File: src/rtl/pipe_ctrl_pkg.sv
// Shared constants for the pipeline controller: stall bit positions, stall vectors, FSM states.
// Priority resolution lives here so every consumer agrees on the bubble boundary.
package pipe_ctrl_pkg;

  localparam logic STOP    = 1'b1;
  localparam logic NO_STOP = 1'b0;

  localparam int STALL_PC     = 0;
  localparam int STALL_IF_ID  = 1;
  localparam int STALL_ID_EX  = 2;
  localparam int STALL_EX_MEM = 3;
  localparam int STALL_MEM_WB = 4;
  localparam int STALL_WB     = 5;

  localparam logic [5:0] STALL_NONE = 6'b000000;
  localparam logic [5:0] STALL_IF   = 6'b000011;
  localparam logic [5:0] STALL_ID   = 6'b000111;
  localparam logic [5:0] STALL_EX   = 6'b001111;
  localparam logic [5:0] STALL_MEM  = 6'b011111;

  typedef enum logic {
    CTRL_IDLE    = 1'b0,
    CTRL_PENDING = 1'b1
  } ctrl_state_e;

  // Each vector is a contiguous run of ones from bit 0, so the first running
  // stage after the run always receives a bubble.
  function automatic logic [5:0] stall_resolve(input logic req_if, input logic req_id,
                                               input logic req_ex, input logic req_mem);
    logic [5:0] v;
    v = STALL_NONE;
    if (req_mem)     v = STALL_MEM;
    else if (req_ex) v = STALL_EX;
    else if (req_id) v = STALL_ID;
    else if (req_if) v = STALL_IF;
    return v;
  endfunction

endpackage

File: src/rtl/pipe_ctrl_sat_counter.sv
// Saturating up-counter with synchronous clear; holds at all-ones.
// One cycle from inc_i to updated cnt_o.
module sat_counter #(
  parameter int W = 32
) (
  input  logic         clk,
  input  logic         clear_i,
  input  logic         inc_i,
  output logic [W-1:0] cnt_o
);

  logic [W-1:0] cnt_q;
  logic [W-1:0] cnt_d;

  always_comb begin
    cnt_d = cnt_q;
    if (inc_i && (cnt_q != {W{1'b1}})) begin
      cnt_d = cnt_q + W'(1);
    end
  end

  always_ff @(posedge clk) begin
    if (clear_i) begin
      cnt_q <= '0;
    end else begin
      cnt_q <= cnt_d;
    end
  end

  assign cnt_o = cnt_q;

endmodule

File: src/rtl/pipe_ctrl.sv
// Pipeline controller: priority stall vector, flush, and EX redirects held while the PC is frozen.
// Stall/flush/redirect are combinational (zero latency); counters update at the next edge.
module pipe_ctrl
  import pipe_ctrl_pkg::*;
#(
  parameter int          CNT_W    = 32,
  parameter logic [31:0] RESET_PC = 32'h0000_0000
) (
  input  logic             clk,
  input  logic             rst,
  input  logic             stallreq_if,
  input  logic             stallreq_id,
  input  logic             stallreq_ex,
  input  logic             stallreq_mem,
  input  logic             branch_flag_i,
  input  logic [31:0]      branch_target_i,
  output logic [5:0]       stall,
  output logic             flush_o,
  output logic             redirect_valid_o,
  output logic [31:0]      redirect_pc_o,
  output logic [CNT_W-1:0] stall_cnt_o,
  output logic [CNT_W-1:0] flush_cnt_o
);

  ctrl_state_e state_q, state_d;
  logic [31:0] target_q, target_d;
  logic        branch_acc;

  always_comb begin
    state_d          = state_q;
    target_d         = target_q;
    stall            = stall_resolve(stallreq_if, stallreq_id, stallreq_ex, stallreq_mem);
    flush_o          = 1'b0;
    redirect_valid_o = 1'b0;
    redirect_pc_o    = branch_target_i;
    branch_acc       = 1'b0;

    if (rst) begin
      stall         = STALL_NONE;
      redirect_pc_o = RESET_PC;
      state_d       = CTRL_IDLE;
      target_d      = RESET_PC;
    end else begin
      case (state_q)
        CTRL_IDLE: begin
          // A stalled EX re-presents its branch, so only take it when EX advances.
          if (branch_flag_i && (stall[STALL_EX_MEM] == NO_STOP)) begin
            branch_acc = 1'b1;
            flush_o    = 1'b1;
            if (stall[STALL_PC] == NO_STOP) begin
              redirect_valid_o = 1'b1;
            end else begin
              target_d = branch_target_i;
              state_d  = CTRL_PENDING;
            end
          end
        end
        CTRL_PENDING: begin
          flush_o       = 1'b1;
          redirect_pc_o = target_q;
          if (stall[STALL_PC] == NO_STOP) begin
            redirect_valid_o = 1'b1;
            state_d          = CTRL_IDLE;
          end
        end
      endcase
    end
  end

  always_ff @(posedge clk) begin
    if (rst) begin
      state_q  <= CTRL_IDLE;
      target_q <= RESET_PC;
    end else begin
      state_q  <= state_d;
      target_q <= target_d;
    end
  end

  sat_counter #(.W(CNT_W)) u_stall_cnt (
    .clk     (clk),
    .clear_i (rst),
    .inc_i   (stall[STALL_PC] == STOP),
    .cnt_o   (stall_cnt_o)
  );

  sat_counter #(.W(CNT_W)) u_flush_cnt (
    .clk     (clk),
    .clear_i (rst),
    .inc_i   (branch_acc),
    .cnt_o   (flush_cnt_o)
  );

endmodule

File: config.mk
export PLATFORM = sky130hd
export DESIGN_NAME = pipe_ctrl
export DESIGN_NICKNAME = d
export VERILOG_FILES = /design/src/rtl/pipe_ctrl_pkg.sv /design/src/rtl/pipe_ctrl_sat_counter.sv /design/src/rtl/pipe_ctrl.sv
export SDC_FILE = /design/constraint.sdc
export NUM_CORES = 1
export LEC_CHECK = 0
export CAP_MARGIN = 0
export CORE_ASPECT_RATIO = 0.75
export CORE_MARGIN = 4
export CORE_UTILIZATION = 50
export CTS_CLUSTER_DIAMETER = 100
export DETAILED_ROUTE_END_ITERATION = 6
export DONT_BUFFER_PORTS = 1
export GPL_TIMING_DRIVEN = 0
export RECOVER_POWER = 25
export SLEW_MARGIN = 20
export SYNTH_ARGS = -nofsm -noshare
export SYNTH_HDL_FRONTEND = slang
export SYNTH_SLANG_ARGS = --single-unit
File: constraint.sdc
create_clock -name clk -period 3.84 [get_ports clk]
set_input_delay 1.152 -clock clk [delete_from_list [all_inputs] [get_ports clk]]
set_output_delay 1.152 -clock clk [all_outputs]
set_load 0.03 [all_outputs]
==> impl_metrics.py <==
metrics = {
    "status": {
        "status": "finished, final reports clean",
    },
    "critical_path": {
        "crit_chain": "clkbuf_2, clkbuf_2, clkbuf_2, clkbuf_2, nor2_1",
        "critical_path_required_ps": 2690,
        "path_delay_family": "buffers and inverters",
        "cp.depth": 5,
        "crit_start": "rst",
        "critPathSlowestCell": "nor2_1",
        "crit_top_cell": "clkbuf_2",
        "worst_r2r_path_depth": 5,
        "startpoint_type": "input port",
        "path_buf_inv": 4,
        "r2r_end": "u_stall_cnt.cnt_o[29]$_SDFFE_PP0P_",
        "timing.rr.start": "u_stall_cnt.cnt_o[4]$_SDFFE_PP0P_",
        "end_kind": "output pin",
        "cp.arrival_ps": 2590,
        "worst-r2r-setup-slack_ps": 650,
        "worstSetupPathType": "in -> out",
        "cp_max_fo": 10,
        "cp_slowest_stage_delay_ps": 510,
    },
    "die": {
        "dieArea_sq_um": 11840,
        "core_area_sq_um": 9774,
        "row_count": 31,
        "io_pins": 143,
        "fp.dieH_um": 95.23,
        "start_util": 0.5189,
        "fp.dieW_um": 124.3,
    },
    "yosys": {
        "seq_area_frac_synth": 0.3828,
        "yosys.area.top_type_share": 0.3828,
        "synth_area_leaders": "dfxtp_1 38%, nand2_1 6.7%, mux2i_1 6.7%",
        "syn_area_per_cell_sq_um": 7.889,
        "yosys_warnings": 0,
        "netlist-cell-type-count": 49,
        "syn_nets": 684,
        "postSynth.asyncResetShare": 0,
        "syn_area_sq_um": 5072,
        "synth-edff-count": 0,
        "synth_area_leader_cell": "dfxtp_1",
        "synth_flop_cell": "dfxtp_1",
        "synth_seq_cells": 97,
        "syn_inst": 643,
    },
    "sta": {
        "fmax_ghz": 0.2673,
        "layout_min_cycle_time_ps": 3741,
        "relSlewSlack": 0.4012,
        "fin_setup_tns_ps": 0,
        "period_share": 0.9742,
        "worstMarginPinSlew_ps": 891.4,
        "slew_viol_final": 0,
        "rsz0062_at_grt": "true",
        "setup_viol": 0,
        "final_hold_viol_count": 0,
        "skew_ps": 4.971,
    },
    "cts": {
        "clock_path_buffers": 2,
        "clkTransAtPathRegs_ps": 60,
        "htreeDepth": 3,
        "numCtsBuffers": 9,
        "cts-root-buf": "clkbuf_16",
        "clk_latency_ps": 340,
        "cts_tree": "done",
        "cts_sinks": 97,
    },
    "worst_hold_path": {
        "min_to": "target_q[14]$_SDFFE_PP0P_",
        "min_path_cells": 2,
        "worstHoldStart": "target_q[14]$_SDFFE_PP0P_",
        "hold_class": "reg -> reg",
    },
    "finish": {
        "stdcell_count": 791,
        "nNetsFinal": 695,
        "n_fill_cell": 957,
        "diodes": 0,
        "drive_above_1_share": 0.05766,
        "fin_util": 0.5671,
        "seq_area_sq_um": 1942,
        "multi_input_area_sq_um": 2962,
        "syn2layout_area_growth_pct": 9.275,
    },
    "routing": {
        "post_drt_wl_per_cell_um": 18.02,
        "initialDrtViolationCount": 275,
        "vias": 4773,
        "drc": 0,
        "drt_first_pass_iters": 5,
        "drt-total-wl_um": 14250,
        "viasPerCell": 6.034,
        "final_antenna_net_count": 0,
    },
    "global_route": {
        "grt_start_max_net_pins": 15,
        "grt_pass1_vias": 4406,
        "grt_usage": 0.2335,
        "grt_antenna_before_repair": 0,
        "grt_pass1_wl_um": 22630,
        "grt_remaining_overflow": 0,
    },
    "power": {
        "leakage_nw": 1.693,
        "power_mw": 2.087,
        "ir_drop_v": 0.0002755,
        "power.density_nw_per_um2": 376.4,
    },
    "placed_design": {
        "dp_hpwl_um": 10650,
        "place_congestion": 0.8307,
        "port_buffers": 0,
        "dp_cells": 775,
    },
    "flow_run": {
        "cap_violations": 0,
    },
}
## worst max-delay path by stage
stage                     slack, ps                 to
after floorplan                 220   redirect_valid_o
after global placement         -380  redirect_pc_o[23]
after detailed placement       -420  redirect_pc_o[12]
after CTS                        30  redirect_pc_o[24]
after global routing            -10  redirect_pc_o[28]
final                           100  redirect_pc_o[23]
## area by class of cell
cell class / count / area share
Multi-Input combinational cell: 501 / 0.5343
Tap cell: 132 / 0.02980
Buffer: 37 / 0.03025
Inverter: 8 / 0.005418
Clock inverter: 2 / 0.002257
Clock buffer: 14 / 0.04763
Sequential cell: 97 / 0.3503
## registers in the layout, summed over array words and instances, names as in the netlist
| signal | cells |
|---|---|
| target_q | 32 |
| u_flush_cnt.cnt_o | 32 |
| u_stall_cnt.cnt_o | 32 |
| state_q | 1 |
## where the power goes
part	internal, mW	leakage [nW]	switching, mW
Sequential	1.02	0.784	0.0248
Combinational	0.0493	0.777	0.139
Clock	0.475	0.133	0.377
## cells by family after synthesis
kind of cell | share of synthesized area
multiplexers | 0.08486
flip-flops | 0.3828
buffers and inverters | 0.03724
AND/OR/NAND/NOR | 0.3175
adder cells (fa/ha/maj) | 0.004933
other | 0.0007393
XOR/XNOR | 0.02590
AO/OA/AOI/OAI | 0.1460
## metal layers
metal,vias up,routed length (um),global-route usage
met1,2223,6327,0.2947
met2,178,6450,0.3808
met4,0,173,0.05748
met3,16,1302,0.08959
met5,-,0,0
li1,2356,-,-
## synth_stat cells (2+ instances only)
cell and instances:
nand2_1 91, and3_1 8, o21ai_1 14, o311ai_1 2, or2_2 2, o31ai_1 15
nor2b_1 9, ha_1 2, clkbuf_1 31, or4_1 17, o21ai_0 8, nand4_1 21
o41ai_1 2, nor4_1 8, a31oi_1 4, buf_4 3, a21oi_1 66, a2111oi_2 3
mux2i_1 34, nor3_1 15, nor3b_1 2, a211oi_1 4, dfxtp_1 97, inv_1 7
nand3_1 26, nand2b_1 5, xnor2_1 11, xor2_1 4, mux2_1 8, or3_1 20
nor2_1 72, and2_1 4, and4_1 12
## what timing repair did
item | in CTS | in global routing
setup endpoints to repair | 37 | 36
cloned | 0 | 0
buffers inserted | 0 | 0
hold buffers | 0 | 0
gates resized for setup | 7 | 6
## layout by cell type (no fill, tap or decap), drive strengths merged, types with 15 or more instances in the layout
cell type	count
a21oi	66
clkbuf	45
dfxtp	97
mux2i	34
nand2	91
nand3	26
nand4	21
nor2	72
nor3	15
o21ai	22
o31ai	15
or3	20
or4	17
## worst reg2reg max path, delay by kind of cell (launching register included)
kind / cells / cell delay (ps)
flops: 1 / 610
simple gates: 3 / 1790
compound gates: 2 / 720
## per-stage QoR
step	setup WS [ps]	cell area (sq um)	hold WS (ps)
4_1_cts	25.15	5527	455.0
2_1_floorplan	218.5	5072	436.0
6_report	98.92	5543	455.2
5_1_grt	-13.26	5543	471.8
3_5_place_dp	-425.0	5238	446.1
3_3_place_gp	-380.4	5238	442.1
(Power assumes the default switching activity.)
